<file path="src/rtl/sha_nonce_scheduler_if.sv">
// Bundles the job, hash-core and shared-memory signals of the nonce scheduler.
// slave = scheduler side, master = host/core/memory side.
interface sha_nonce_scheduler_if;
    logic        start;
    logic [31:0] nonce_start;
    logic [15:0] nonce_count;
    logic [31:0] target;
    logic [15:0] message_addr;
    logic [15:0] output_addr;
    logic        busy;
    logic        done;
    logic        found;
    logic [31:0] found_nonce;
    logic [31:0] found_hash;
    logic        core_start;
    logic [15:0] core_message_addr;
    logic [15:0] core_output_addr;
    logic        core_done;
    logic        core_mem_we;
    logic [15:0] core_mem_addr;
    logic [31:0] core_mem_write_data;
    logic        mem_we;
    logic [15:0] mem_addr;
    logic [31:0] mem_write_data;
    logic [31:0] mem_read_data;

    modport slave (
        input  start, nonce_start, nonce_count, target, message_addr, output_addr,
        input  core_done, core_mem_we, core_mem_addr, core_mem_write_data, mem_read_data,
        output busy, done, found, found_nonce, found_hash,
        output core_start, core_message_addr, core_output_addr,
        output mem_we, mem_addr, mem_write_data
    );

    modport master (
        output start, nonce_start, nonce_count, target, message_addr, output_addr,
        output core_done, core_mem_we, core_mem_addr, core_mem_write_data, mem_read_data,
        input  busy, done, found, found_nonce, found_hash,
        input  core_start, core_message_addr, core_output_addr,
        input  mem_we, mem_addr, mem_write_data
    );
endinterface

</file>
<file path="src/rtl/sha_nonce_scheduler.sv">
// Nonce search scheduler: writes each candidate nonce into the message block, runs the
// hash core, reads back hash word 0 and stops on the first hash below target.
module sha_nonce_scheduler #(
    parameter logic [15:0] NONCE_OFFSET = 16'd19
) (
    input  logic                  clk,
    input  logic                  reset,
    sha_nonce_scheduler_if.slave  bus
);
    typedef enum logic [2:0] {IDLE, WNONCE, LAUNCH, WAIT, RADDR, RLAT, CHECK, FIN} state_t;

    state_t      state, state_next;
    logic [31:0] cur_nonce, cur_nonce_next;
    logic [15:0] tried, tried_next;
    logic [15:0] count_q, count_next;
    logic [15:0] msg_q, msg_next;
    logic [15:0] out_q, out_next;
    logic [31:0] target_q, target_next;
    logic [1:0]  guard, guard_next;
    logic        busy_q, busy_next;
    logic        done_q, done_next;
    logic        found_q, found_next;
    logic [31:0] found_nonce_q, found_nonce_next;
    logic [31:0] found_hash_q, found_hash_next;
    logic        core_start_q, core_start_next;
    logic        sched_we, sched_we_next;
    logic [15:0] sched_addr, sched_addr_next;
    logic [31:0] sched_data, sched_data_next;
    logic        hit;
    logic        core_owns;

    assign hit = bus.mem_read_data < target_q;

    always_comb begin
        state_next       = state;
        cur_nonce_next   = cur_nonce;
        tried_next       = tried;
        count_next       = count_q;
        msg_next         = msg_q;
        out_next         = out_q;
        target_next      = target_q;
        guard_next       = (guard != 2'd0) ? guard - 2'd1 : 2'd0;
        found_next       = found_q;
        found_nonce_next = found_nonce_q;
        found_hash_next  = found_hash_q;
        sched_we_next    = 1'b0;
        sched_addr_next  = sched_addr;
        sched_data_next  = sched_data;

        case (state)
            IDLE: begin
                if (bus.start) begin
                    cur_nonce_next   = bus.nonce_start;
                    tried_next       = 16'd0;
                    count_next       = bus.nonce_count;
                    msg_next         = bus.message_addr;
                    out_next         = bus.output_addr;
                    target_next      = bus.target;
                    found_next       = 1'b0;
                    found_nonce_next = 32'd0;
                    found_hash_next  = 32'd0;
                    state_next       = (bus.nonce_count != 16'd0) ? WNONCE : FIN;
                end
            end
            WNONCE: begin
                // Guard spans LAUNCH and the first WAIT cycle, so a core that drops
                // done late is never mistaken for one that has already finished.
                guard_next = 2'd2;
                state_next = LAUNCH;
            end
            LAUNCH: state_next = WAIT;
            WAIT: begin
                if (guard == 2'd0 && bus.core_done) state_next = RADDR;
            end
            RADDR: state_next = RLAT;
            RLAT:  state_next = CHECK;
            CHECK: begin
                tried_next = tried + 16'd1;
                if (hit) begin
                    found_next       = 1'b1;
                    found_nonce_next = cur_nonce;
                    found_hash_next  = bus.mem_read_data;
                    state_next       = FIN;
                end else if (tried + 16'd1 == count_q) begin
                    state_next = FIN;
                end else begin
                    cur_nonce_next = cur_nonce + 32'd1;
                    state_next     = WNONCE;
                end
            end
            FIN:     state_next = IDLE;
            default: state_next = IDLE;
        endcase

        // Memory drivers are decoded from the next state so they line up with it.
        if (state_next == WNONCE) begin
            sched_we_next   = 1'b1;
            sched_addr_next = msg_next + NONCE_OFFSET;
            sched_data_next = cur_nonce_next;
        end else if (state_next == RADDR) begin
            sched_addr_next = out_q;
        end

        busy_next       = (state_next != IDLE);
        core_start_next = (state_next == LAUNCH);
        done_next       = (state == FIN);
    end

    always_ff @(posedge clk) begin
        if (reset) begin
            state         <= IDLE;
            guard         <= 2'd0;
            busy_q        <= 1'b0;
            done_q        <= 1'b0;
            found_q       <= 1'b0;
            found_nonce_q <= 32'd0;
            found_hash_q  <= 32'd0;
            core_start_q  <= 1'b0;
            sched_we      <= 1'b0;
            sched_addr    <= 16'd0;
            sched_data    <= 32'd0;
        end else begin
            state         <= state_next;
            guard         <= guard_next;
            busy_q        <= busy_next;
            done_q        <= done_next;
            found_q       <= found_next;
            found_nonce_q <= found_nonce_next;
            found_hash_q  <= found_hash_next;
            core_start_q  <= core_start_next;
            sched_we      <= sched_we_next;
            sched_addr    <= sched_addr_next;
            sched_data    <= sched_data_next;
        end
    end

    always_ff @(posedge clk) begin
        cur_nonce <= cur_nonce_next;
        tried     <= tried_next;
        count_q   <= count_next;
        msg_q     <= msg_next;
        out_q     <= out_next;
        target_q  <= target_next;
    end

    assign core_owns = (state == LAUNCH) || (state == WAIT);

    assign bus.mem_we            = core_owns ? bus.core_mem_we         : sched_we;
    assign bus.mem_addr          = core_owns ? bus.core_mem_addr       : sched_addr;
    assign bus.mem_write_data    = core_owns ? bus.core_mem_write_data : sched_data;
    assign bus.busy              = busy_q;
    assign bus.done              = done_q;
    assign bus.found             = found_q;
    assign bus.found_nonce       = found_nonce_q;
    assign bus.found_hash        = found_hash_q;
    assign bus.core_start        = core_start_q;
    assign bus.core_message_addr = msg_q;
    assign bus.core_output_addr  = out_q;
endmodule

</file>
<file path="src/flat_wrapper.sv">
// flat-port wrapper written by rule: the top's interface ports become plain ports
module sha_nonce_scheduler_flat 
#(
    parameter logic [15:0] NONCE_OFFSET = 16'd19
)
  (clk, reset, bus_start, bus_nonce_start, bus_nonce_count, bus_target, bus_message_addr, bus_output_addr, bus_core_done, bus_core_mem_we, bus_core_mem_addr, bus_core_mem_write_data, bus_mem_read_data, bus_busy, bus_done, bus_found, bus_found_nonce, bus_found_hash, bus_core_start, bus_core_message_addr, bus_core_output_addr, bus_mem_we, bus_mem_addr, bus_mem_write_data);
  sha_nonce_scheduler_if bus_i ();
  input  logic clk;
  input  logic reset;
  input wire logic [$bits(bus_i.start)-1:0] bus_start;
  input wire logic [$bits(bus_i.nonce_start)-1:0] bus_nonce_start;
  input wire logic [$bits(bus_i.nonce_count)-1:0] bus_nonce_count;
  input wire logic [$bits(bus_i.target)-1:0] bus_target;
  input wire logic [$bits(bus_i.message_addr)-1:0] bus_message_addr;
  input wire logic [$bits(bus_i.output_addr)-1:0] bus_output_addr;
  input wire logic [$bits(bus_i.core_done)-1:0] bus_core_done;
  input wire logic [$bits(bus_i.core_mem_we)-1:0] bus_core_mem_we;
  input wire logic [$bits(bus_i.core_mem_addr)-1:0] bus_core_mem_addr;
  input wire logic [$bits(bus_i.core_mem_write_data)-1:0] bus_core_mem_write_data;
  input wire logic [$bits(bus_i.mem_read_data)-1:0] bus_mem_read_data;
  output wire logic [$bits(bus_i.busy)-1:0] bus_busy;
  output wire logic [$bits(bus_i.done)-1:0] bus_done;
  output wire logic [$bits(bus_i.found)-1:0] bus_found;
  output wire logic [$bits(bus_i.found_nonce)-1:0] bus_found_nonce;
  output wire logic [$bits(bus_i.found_hash)-1:0] bus_found_hash;
  output wire logic [$bits(bus_i.core_start)-1:0] bus_core_start;
  output wire logic [$bits(bus_i.core_message_addr)-1:0] bus_core_message_addr;
  output wire logic [$bits(bus_i.core_output_addr)-1:0] bus_core_output_addr;
  output wire logic [$bits(bus_i.mem_we)-1:0] bus_mem_we;
  output wire logic [$bits(bus_i.mem_addr)-1:0] bus_mem_addr;
  output wire logic [$bits(bus_i.mem_write_data)-1:0] bus_mem_write_data;
  assign bus_i.start = bus_start;
  assign bus_i.nonce_start = bus_nonce_start;
  assign bus_i.nonce_count = bus_nonce_count;
  assign bus_i.target = bus_target;
  assign bus_i.message_addr = bus_message_addr;
  assign bus_i.output_addr = bus_output_addr;
  assign bus_i.core_done = bus_core_done;
  assign bus_i.core_mem_we = bus_core_mem_we;
  assign bus_i.core_mem_addr = bus_core_mem_addr;
  assign bus_i.core_mem_write_data = bus_core_mem_write_data;
  assign bus_i.mem_read_data = bus_mem_read_data;
  assign bus_busy = bus_i.busy;
  assign bus_done = bus_i.done;
  assign bus_found = bus_i.found;
  assign bus_found_nonce = bus_i.found_nonce;
  assign bus_found_hash = bus_i.found_hash;
  assign bus_core_start = bus_i.core_start;
  assign bus_core_message_addr = bus_i.core_message_addr;
  assign bus_core_output_addr = bus_i.core_output_addr;
  assign bus_mem_we = bus_i.mem_we;
  assign bus_mem_addr = bus_i.mem_addr;
  assign bus_mem_write_data = bus_i.mem_write_data;
  sha_nonce_scheduler #(.NONCE_OFFSET(NONCE_OFFSET)) u_core (.clk(clk), .reset(reset), .bus(bus_i));
endmodule
</file>
<file path="config.mk">
export PLATFORM = sky130hd
export DESIGN_NAME = sha_nonce_scheduler_flat
export DESIGN_NICKNAME = d
export VERILOG_FILES = /design/src/rtl/sha_nonce_scheduler_if.sv /design/src/rtl/sha_nonce_scheduler.sv /design/src/flat_wrapper.sv
export SDC_FILE = /design/constraint.sdc
export NUM_CORES = 1
export LEC_CHECK = 0
export CORE_UTILIZATION = 40
export CTS_CLUSTER_DIAMETER = 40
export DETAILED_ROUTE_END_ITERATION = 10
export MAX_ROUTING_LAYER = met4
export PLACE_DENSITY = 0.69
export SETUP_SLACK_MARGIN = 0.5
export SLEW_MARGIN = 20
export SYNTH_ARGS = -nofsm -noshare
export SYNTH_HDL_FRONTEND = slang
export SYNTH_SLANG_ARGS = --single-unit
</file>
<file path="constraint.sdc">
create_clock -name clk -period 16.54 [get_ports clk]
set_input_delay 1.654 -clock clk [delete_from_list [all_inputs] [get_ports clk]]
set_output_delay 1.654 -clock clk [all_outputs]
set_load 0.02 [all_outputs]
</file>
* Word level (Yosys, flattened, before mapping)
Index checks and enable logic that the tools add are counted.
** Cells by class
- Add/subtract/negate cells :: 4
- Multipliers :: 0
- Divide/modulo/power cells :: 0
- Order comparisons :: 1
- Equality and inequality tests :: 13
- Shifts and indexed selects :: 0
- Multiplexer cells :: 30
- Bitwise gates (word level) :: 1
- Reduce and logical (&&, ||, !) cells :: 13
** Operators with widths (count)
- $mux 32 :: 7
- $pmux 32 s2 :: 3
- $mux 16 :: 6
- $add 32x1->32 const B :: 1
- $lt 32x32->1 :: 1
- $pmux 16 s2 :: 1
- $pmux 3 s8 :: 1
- $add 16x1->16 const B :: 1
- $add 16x5->16 const B :: 1
- $eq 16x16->1 :: 1
- $reduce_bool 16->1 :: 1
- $eq 3x3->1 const B :: 5
- $mux 3 :: 5
- $eq 3x2->1 const B :: 3
- $eq 3x1->1 const B :: 2
- $reduce_bool 2->1 :: 3
- $mux 1 :: 4
- $mux 2 :: 2
- $reduce_and 2->1 :: 2
- $logic_not 3->1 :: 1
- $reduce_and 3->1 :: 1
- $reduce_bool 3->1 :: 1
- $reduce_or 3->1 :: 1
- $logic_not 2->1 :: 1
- 7 further kinds :: 7
** Word-level totals
- Bits in registers :: 250
- Bits in latches :: 0
- Memory bits (writable) :: 0
- Bits in read-only memories :: 0
- Input port bits :: 197
- Output and inout port bits :: 149
- Logic and storage cells :: 80
- Memories kept :: 0

* Longest topological paths before layout
Gate-level depths: netlist (run 1).
- Word-level depth :: 8
- Mapped depth :: 17
- Gate-level depth less buffers :: 11

* Least setup slack after synthesis (run 1)
No wires, ideal clock.
- Kind :: input -> register
- Start :: input port bus_start
- End :: register u_core.sched_addr[14]
- Setup time :: 0.121 ns
- Data arrival time :: 6.530 ns
- Required time :: 16.419 ns
- Setup slack :: 9.889 ns
- Cell stages on the path :: 15
- Buffers on the path :: 5
- Cell sequence :: or4b_2 > buf_2 > inv_1 > buf_4 > buf_2 > buf_2 > buf_1 > nand2_1 > and2_1 > ha_1 > o21ai_0 > nand4_1 > xnor2_1 > mux2i_1 > a2bb2o_1
** On the way
- Word-level cells in the longest chain between the ends :: 4
- Elaborated cells between the ends (all ways) :: 9
- Classes of those cells :: add/sub (1); eq/ne (2); mux (5); reduce/logical (1)
** RTL lines
- start: declaration :: line flat_wrapper.sv:10 : input wire logic [$bits(bus_i.start)-1:0] bus_start;
- $mux 16 / $mux 3 (equally long branches) :: line sha_nonce_scheduler.sv:52 : if (bus.start) begin
- $mux 16 / $pmux 3 s8 (equally long branches) :: line sha_nonce_scheduler.sv:50 : case (state)
- $add 16x5->16 (tied with other cells) :: line sha_nonce_scheduler.sv:98 : sched_addr_next = msg_next + NONCE_OFFSET;
- $mux 16 / $reduce_bool 2->1 (equally long branches)
- end signal: assignment :: line sha_nonce_scheduler.sv:132 : sched_addr <= sched_addr_next;
- end: declaration :: line sha_nonce_scheduler.sv:27 : logic [15:0] sched_addr, sched_addr_next;
Several ways; a longest one is shown, not always the timed one.
A chain may end at the register's enable or synchronous reset.

* Worst setup path after layout (run 1)
Same ends and word-level chain as after synthesis.

==> load_flow_metrics.sql, run 1 <==
INSERT INTO impl_metrics (metric_group, metric, value, unit) VALUES
('clocking', 'cts_buffers', '40', ''),
('floorplan', 'chipWidth', '174', 'um'),
('timing', 'clock-skew-final', '20.0', 'ps'),
('final_layout', 'final_net_count', '1797', ''),
('pwr', 'cellPowerDensity', '113', 'nW/um^2'),
('logic_synthesis', 'synth_seq_cells', '250', ''),
('grt', 'grt_first_pass_wirelength', '56700', 'um'),
('logic_synthesis', 'synth_cell_types', '74', ''),
('floorplan', 'fp.coreArea', '28900', 'sq um'),
('final_layout', 'multiInputGateArea', '5560', 'sq um'),
('status', 'outcome', 'completed', ''),
('final_layout', 'syn2layout_area_growth', '42.6', '%'),
('drt', 'firstDrtPassIters', '5', ''),
('logic_synthesis', 'synth_largest_type_area_fraction', '0.286', ''),
('timing', 'count_of_endpoints_failing_setup_in_the_final_report', '0', ''),
('run', 'max_cap_violation_count', '0', ''),
('final_layout', 'core_utilization_of_the_finished_layout', '0.586', ''),
('timing', 'fin_tns_setup', '0', 'ps'),
('timing', 'rsz0062_at_grt', 'no', ''),
('grt', 'globalRoute.totalOverflow', '0', ''),
('grt', 'first_global_vias', '10600', ''),
('timing', 'hold_viol', '0', ''),
('min_path', 'worstHoldPathType', 'flop to flop', ''),
('timing', 'finalWorstPathRequiredPeriod', '5410', 'ps'),
('clocking', 'cts_tree', 'built', ''),
('clocking', 'clkLatencyLatePin', '520', 'ps'),
('timing', 'max_slew_margin', '0.268', ''),
('logic_synthesis', 'synth_largest_area_cell', 'dfxtp_1', ''),
('pwr', 'vdd_drop_max', '0.0772', 'mV'),
('floorplan', 'die_height', '174', 'um'),
('final_layout', 'num-fill-cells', '2529', ''),
('placed_design', 'gp_congestion', '0.854', ''),
('pwr', 'leakage', '6.31', 'nW'),
('clocking', 'cts_setup_buffers', '0', ''),
('grt', 'initial_antenna_violation_count', '3', ''),
('critical_path', 'timing.setup.critical_path_class', 'primary input to flop', ''),
('logic_synthesis', 'ys.warnings.count', '0', ''),
('critical_path', 'worst-path-max-fanout', '66', ''),
('critical_path', 'worst_setup_path_start_kind', 'primary input', ''),
('placed_design', 'io_buffer_count', '345', ''),
('clocking', 'cts-root-buf', 'clkbuf_16', ''),
('floorplan', 'placementRows', '62', ''),
('final_layout', 'layout.area.seq', '5810', 'sq um'),
('logic_synthesis', 'netlist_instances', '1245', ''),
('logic_synthesis', 'syn-num-nets', '1476', ''),
('logic_synthesis', 'count_of_flip_flops_with_a_built_in_enable_after_synthesis', '80', ''),
('floorplan', 'design.die.area', '30400', 'sq um'),
('floorplan', 'floorplan.initialDensity', '0.411', ''),
('critical_path', 'cp_data_arrival_time', '5820', 'ps'),
('clocking', 'cts.htree.levels', '2', ''),
('timing', 'clock.fmax', '185', 'MHz'),
('drt', 'ant_nets', '0', ''),
('placed_design', 'detailedPlacementHpwl', '25100', 'um'),
('logic_synthesis', 'yosys_most_used_dff', 'dfxtp_1', ''),
('grt', 'global_route.usage.total', '0.240', ''),
('logic_synthesis', 'synth.yosys.seq_area_share', '0.488', ''),
('timing', 'timing_worst_slew_pin_value', '1100', 'ps'),
('drt', 'drc', '0', ''),
('critical_path', 'critical_path_required', '16950', 'ps'),
('drt', 'wire_per_inst', '18.3', 'um'),
('grt', 'grt_start_max_net_pins', '98', ''),
('timing', 'final_min_period_over_clock_period', '0.327', ''),
('logic_synthesis', 'mappedNetlistArea', '11900', 'sq um'),
('final_layout', 'layout_cells_sized_above_1', '0.0990', ''),
('drt', 'finalWirelength', '36300', 'um'),
('logic_synthesis', 'post_synth_main_area_contributors', 'dfxtp_1, edfxtp_1, nand2_1, mux2_2, nand3_1', ''),
('pwr', 'post-layout-total-power', '1.92', 'mW'),
('drt', 'drt_iter0_markers', '765', ''),
('clocking', 'cts_resized', '0', ''),
('timing', 'final-max-slew-violation-count', '0', ''),
('clocking', 'clk_sink_count', '250', ''),
('drt', 'vias', '10700', ''),
('clocking', 'holdBufCountCts', '0', ''),
('clocking', 'cts.clk_slew.worst_paths', '50', 'ps'),
('drt', 'avgViaCountPerCell', '5.37', ''),
('logic_synthesis', 'syn_avg_cell_area', '9.55', 'sq um'),
('critical_path', 'endpoint_kind', 'flop', ''),
('floorplan', 'io_pins', '346', ''),
('logic_synthesis', 'synth_async_sr_flop_share', '0', ''),
('clocking', 'max-clock-path-buffers', '3', '');
-- power breakdown --
part	total [mW]	switching, mW	internal (mW)	leakage [nW]
combinational	0.357	0.182	0.175	3.50
sequential	0.749	0.0541	0.695	2.16
clock	0.817	0.306	0.511	0.644
-- worst max-delay path, stage by stage --
cell and delay [ps]:
clkdlybuf4s50_1 520, or4b_4 510, inv_4 510, buf_4 780
mux2i_1 270, ha_1 300, o21ai_0 470, nand4_1 190
xnor2_1 160, mux2i_1 120, a2bb2o_1 290
-- per-stage QoR --
stage               setup slack [ps]  hold WS [ps]  cell area, sq um  cells
floorplan                       9890           429             11900   1245
global placement               10710           444             15600   1908
detailed placement             10550           450             15600   1908
CTS                            11080           456             16900   1980
global route                   10800           484             17000   1983
finish                         11130           453             17000   1983
-- placed cells by master (no fill, tap or decap), types with 5 or more instances in the layout --
master | netlist | final
a21oi_1 | 92 | 92
a22oi_1 | 15 | 15
a311oi_1 | 19 | 19
a31oi_1 | 9 | 9
a41oi_1 | 8 | 8
and2_1 | 10 | 10
and3_1 | 14 | 14
and4_1 | 5 | 5
buf_4 | 1 | 13
clkbuf_16 | 0 | 43
clkdlybuf4s50_1 | 0 | 344
clkinv_2 | 0 | 5
clkinvlp_4 | 0 | 5
dfxtp_1 | 170 | 170
edfxtp_1 | 80 | 80
ha_1 | 34 | 34
inv_1 | 58 | 57
mux2_2 | 51 | 51
mux2i_1 | 24 | 24
nand2_1 | 165 | 164
nand2b_1 | 5 | 5
nand3_1 | 100 | 100
nand4_1 | 21 | 21
nor2_1 | 74 | 71
nor2b_1 | 7 | 7
nor3_1 | 10 | 10
nor4_1 | 10 | 10
o211ai_1 | 9 | 9
o21ai_0 | 29 | 29
o2bb2ai_1 | 15 | 15
o311ai_0 | 8 | 8
o31a_1 | 5 | 5
or2_2 | 6 | 6
or3_1 | 7 | 7
or4_1 | 6 | 6
xnor2_1 | 22 | 22
xor2_1 | 14 | 14
-- per-layer routing --
| metal | GRT usage | up-vias | share of wire | wire length (um) |
|---|---|---|---|---|
| li1 | - | 5174 | - | - |
| met3 | 0.0455 | 63 | 0.065 | 2370 |
| met4 | 0.0830 | 0 | 0.028 | 1020 |
| met5 | - | - | 0 | 0 |
| met1 | 0.295 | 5057 | 0.42 | 15400 |
| met2 | 0.393 | 363 | 0.48 | 17500 |
-- state kept, by name, indices dropped and copies added, names as in the netlist --
signal,flops
u_core.target_q,32
u_core.count_q,16
u_core.tried,16
u_core.bus.done,1
u_core.bus.core_output_addr,16
u_core.sched_we,1
u_core.bus.found,1
u_core.guard,2
u_core.bus.found_hash,32
u_core.sched_addr,16
u_core.cur_nonce,32
u_core.bus.busy,1
u_core.bus.core_start,1
u_core.bus.core_message_addr,16
u_core.state,3
u_core.sched_data,32
u_core.bus.found_nonce,32
-- kinds of logic (layout without fill, tap and decap cells) --
kind of cell	count (synthesis)	in the layout	share of synthesized area
AND/OR/NAND/NOR	459	459	0.188
AO/OA/AOI/OAI	253	253	0.145
flip-flops	250	250	0.488
buffers and inverters	137	488	0.0459
multiplexers	75	75	0.0685
XOR/XNOR	37	37	0.0284
adder cells (fa/ha/maj)	34	34	0.0358
other	0	3	0
-- synthesized netlist by cell type, types with 3 or more instances --
| cell type | number |
|---|---|
| dfxtp_1 | 170 |
| nand2_1 | 165 |
| nand3_1 | 100 |
| a21oi_1 | 92 |
| edfxtp_1 | 80 |
| nor2_1 | 74 |
| inv_1 | 58 |
| mux2_2 | 51 |
| clkbuf_1 | 50 |
| ha_1 | 34 |
| o21ai_0 | 29 |
| mux2i_1 | 24 |
| xnor2_1 | 22 |
| nand4_1 | 21 |
| a311oi_1 | 19 |
| buf_2 | 16 |
| a22oi_1 | 15 |
| o2bb2ai_1 | 15 |
| and3_1 | 14 |
| xor2_1 | 14 |
| buf_1 | 11 |
| and2_1 | 10 |
| nor3_1 | 10 |
| nor4_1 | 10 |
| a31oi_1 | 9 |
| o211ai_1 | 9 |
| a41oi_1 | 8 |
| o311ai_0 | 8 |
| nor2b_1 | 7 |
| or3_1 | 7 |
| or2_2 | 6 |
| or4_1 | 6 |
| and4_1 | 5 |
| nand2b_1 | 5 |
| o31a_1 | 5 |
| a21o_1 | 4 |
| nor3b_1 | 4 |
| a2bb2oi_1 | 3 |
| nand3b_1 | 3 |
| o211a_1 | 3 |
| o21a_1 | 3 |
| o21ba_2 | 3 |
-- final timing paths --
| kind | startpoint | cells past startpoint | slack [ps] | endpoint |
|---|---|---|---|---|
| worst min register to register | u_core.bus.found | 2 | 450 | u_core.bus.found |
| worst max register to register | u_core.state[0] | 10 | 12260 | u_core.sched_addr[14] |
| worst min-delay path | u_core.bus.found | 2 | 450 | u_core.bus.found |
| worst max-delay path | bus_start | 11 | 11130 | u_core.sched_addr[14] |
-- layout make-up --
class                           count  share of cell area
Timing Repair Buffer              358               0.210
Clock buffer                       51              0.0676
Inverter                           58              0.0130
Antenna cell                        3            0.000443
Sequential cell                   250               0.342
Tap cell                          384              0.0283
Clock inverter                     21              0.0108
Multi-Input combinational cell    858               0.328
Power figures use the tool's default switching activity.
==> inputs of run 2 (changes only) <==
==> constraint.sdc (replaced) <==
create_clock -name clk -period 5.3 [get_ports clk]
set_input_delay 0.53 -clock clk [delete_from_list [all_inputs] [get_ports clk]]
set_output_delay 0.53 -clock clk [all_outputs]
set_load 0.02 [all_outputs]
==> run 2 against run 1 <==
Compared with the run above:
- total power increased to 3.1 times the previous value
- cell count shrank 0.10%
- clock-buffer cell count decreased by 4
- via count is 0.24% higher
- sequential cell count did not move
- clock power grew to 3.0 times the previous value
- die area unchanged
- worst setup slack worse by 9800 ps
- sequential power rose to 3.1 times the previous value
- global-route usage up 0.26 points
- wire length up 0.74%
- non-clock buffer count rose by 2
==> load_flow_metrics.sql, run 2 (synthesis results as in run 1) <==
INSERT INTO impl_metrics (metric_group, metric, value, unit) VALUES
('status', 'outcome', 'completed', ''),
('final_layout', 'layout_cells_sized_above_1', '0.0971', ''),
('drt', 'wire_per_inst', '18.4', 'um'),
('timing', 'fin_tns_setup', '0', 'ps'),
('final_layout', 'final_cell_area', '16900', 'sq um'),
('clocking', 'clk_sink_count', '250', ''),
('critical_path', 'critical_path_required', '5740', 'ps'),
('critical_path', 'worst-r2r-cell-count', '10', ''),
('placed_design', 'placedInstanceArea', '15600', 'sq um'),
('grt', 'global_route.usage.total', '0.243', ''),
('clocking', 'cts_resized', '0', ''),
('floorplan', 'design.die.area', '30400', 'sq um'),
('clocking', 'cts.clk_slew.worst_paths', '50', 'ps'),
('timing', 'final_min_period_over_clock_period', '0.755', ''),
('clocking', 'cts_buffers', '39', ''),
('clocking', 'clkLatencyLatePin', '520', 'ps'),
('drt', 'vias', '10700', ''),
('critical_path', 'worst_setup_path_start_kind', 'flop', ''),
('final_layout', 'instances_no_fill', '1981', ''),
('timing', 'clock-skew-final', '16.5', 'ps'),
('clocking', 'cts-root-buf', 'clkbuf_16', ''),
('timing', 'rsz0062_at_grt', 'no', ''),
('min_path', 'timing.hold.worst_path_depth', '2', ''),
('floorplan', 'placementRows', '62', ''),
('pwr', 'vdd_drop_max', '0.216', 'mV'),
('placed_design', 'io_buffer_count', '345', ''),
('drt', 'finalWirelength', '36500', 'um'),
('floorplan', 'chipWidth', '174', 'um'),
('drt', 'ant_nets', '0', ''),
('clocking', 'cts_setup_buffers', '0', ''),
('pwr', 'cellPowerDensity', '351', 'nW/um^2'),
('min_path', 'timing.hold.worst.start', 'u_core.bus.found_nonce[19]', ''),
('clocking', 'cts_tree', 'built', ''),
('critical_path', 'cp_data_arrival_time', '4450', 'ps'),
('critical_path', 'endpoint_kind', 'flop', ''),
('floorplan', 'fp.coreArea', '28900', 'sq um'),
('critical_path', 'crit_path_top_delay_cell', 'a21oi_1', ''),
('clocking', 'max-clock-path-buffers', '3', ''),
('critical_path', 'critical_path.max_stage_delay', '730', 'ps'),
('floorplan', 'floorplan.initialDensity', '0.411', ''),
('final_layout', 'layout_commonest_cell', 'clkdlybuf4s50_1', ''),
('timing', 'final-max-slew-violation-count', '0', ''),
('grt', 'first_global_vias', '10500', ''),
('critical_path', 'path_common_cell', 'and4_1', ''),
('critical_path', 'r2r-end', 'u_core.sched_data[0]', ''),
('critical_path', 'timing.setup.critical_path_class', 'flop to flop', ''),
('drt', 'firstDrtPassIters', '6', ''),
('timing', 'clock.fmax', '250', 'MHz'),
('pwr', 'leakage', '6.29', 'nW'),
('critical_path', 'crit-reg2reg-launch', 'u_core.tried[0]', ''),
('min_path', 'worstHoldPathType', 'flop to flop', ''),
('drt', 'drt_iter0_markers', '787', ''),
('timing', 'timing_worst_slew_pin_value', '1090', 'ps'),
('grt', 'grt_start_max_net_pins', '92', ''),
('grt', 'grt_first_pass_wirelength', '56600', 'um'),
('placed_design', 'gp_congestion', '0.823', ''),
('final_layout', 'core_utilization_of_the_finished_layout', '0.584', ''),
('final_layout', 'final_net_count', '1798', ''),
('timing', 'max_slew_margin', '0.270', ''),
('min_path', 'worst_hold_path_ep', 'u_core.bus.found_nonce[19]', ''),
('drt', 'drc', '0', ''),
('floorplan', 'io_pins', '346', ''),
('clocking', 'cts.htree.levels', '2', ''),
('critical_path', 'worst-path-max-fanout', '16', ''),
('timing', 'final.hold.worst_slack', '463', 'ps'),
('placed_design', 'number_of_cells_in_the_design_after_placement', '1910', ''),
('timing', 'count_of_endpoints_failing_setup_in_the_final_report', '0', ''),
('final_layout', 'commonest_cells_after_routing_fill_and_taps_aside', 'clkdlybuf4s50_1, dfxtp_1, nand2_1', ''),
('floorplan', 'die_height', '174', 'um'),
('timing', 'hold_viol', '0', ''),
('final_layout', 'syn2layout_area_growth', '42.2', '%'),
('grt', 'initial_antenna_violation_count', '0', ''),
('placed_design', 'detailedPlacementHpwl', '25900', 'um'),
('critical_path', 'timing.critical_path.cells', 'ha_1, and4_1, nand2_1, or2_1, a21o_1, a221oi_1, and4_1, nor3_4, a21oi_1, o211a_1', ''),
('run', 'max_cap_violation_count', '0', ''),
('drt', 'avgViaCountPerCell', '5.39', ''),
('timing', 'finalWorstPathRequiredPeriod', '4000', 'ps'),
('critical_path', 'reg_to_reg_setup_timing_slack', '1300', 'ps'),
('grt', 'globalRoute.totalOverflow', '0', ''),
('clocking', 'holdBufCountCts', '0', '');
[run 2: worst max path at each step]
stage,end,depth (start not counted),startpoint
4_1_cts,u_core.sched_data[0],10,u_core.tried[0]
3_3_place_gp,u_core.sched_addr[14],10,bus_start
2_1_floorplan,u_core.sched_addr[14],15,bus_start
3_5_place_dp,u_core.sched_data[28],12,bus_mem_read_data[14]
6_report,u_core.sched_data[0],10,u_core.tried[0]
5_1_grt,u_core.sched_data[7],10,u_core.tried[0]
[run 2: cell type report]
type,count,area [sq um]
fillers,2455,12000
multi-input cells,858,5570
repair buffers,360,3560
flip-flops and latches,250,5810
clock inverters,23,209
inverters,58,220
clock buffers,47,1060
diodes,1,2.50
well taps,384,480
[run 2: stage by stage]
| step | setup WS (ps) | power, mW |
|---|---|---|
| after floorplan | 691 | 2.96 |
| after global placement | 1130 | 3.47 |
| after detailed placement | 1010 | 3.49 |
| after CTS | 1310 | 5.97 |
| after global routing | 946 | 6.18 |
| final | 1300 | 5.93 |
[run 2: worst max-delay path: cells and delay by family (launching register included)]
family,cells,cell delay (ps)
compound gates,4,1530
fa+ha+maj,1,350
flops,1,480
simple gates,5,1570
[run 2: metal layers]
| layer | GRT usage | wire [um] | part of all wire | up-vias |
|---|---|---|---|---|
| met5 | - | 0 | 0 | - |
| met4 | 0.0980 | 949 | 0.026 | 0 |
| met3 | 0.0483 | 2450 | 0.067 | 65 |
| met2 | 0.386 | 17500 | 0.48 | 371 |
| met1 | 0.301 | 15600 | 0.43 | 5039 |
| li1 | - | - | - | 5208 |
[run 2: power by group]
group	internal, mW	leakage, nW	switching (mW)
registers	2.17	2.16	0.173
clock network	1.54	0.620	0.928
logic	0.549	3.51	0.572
total	4.26	6.29	1.67
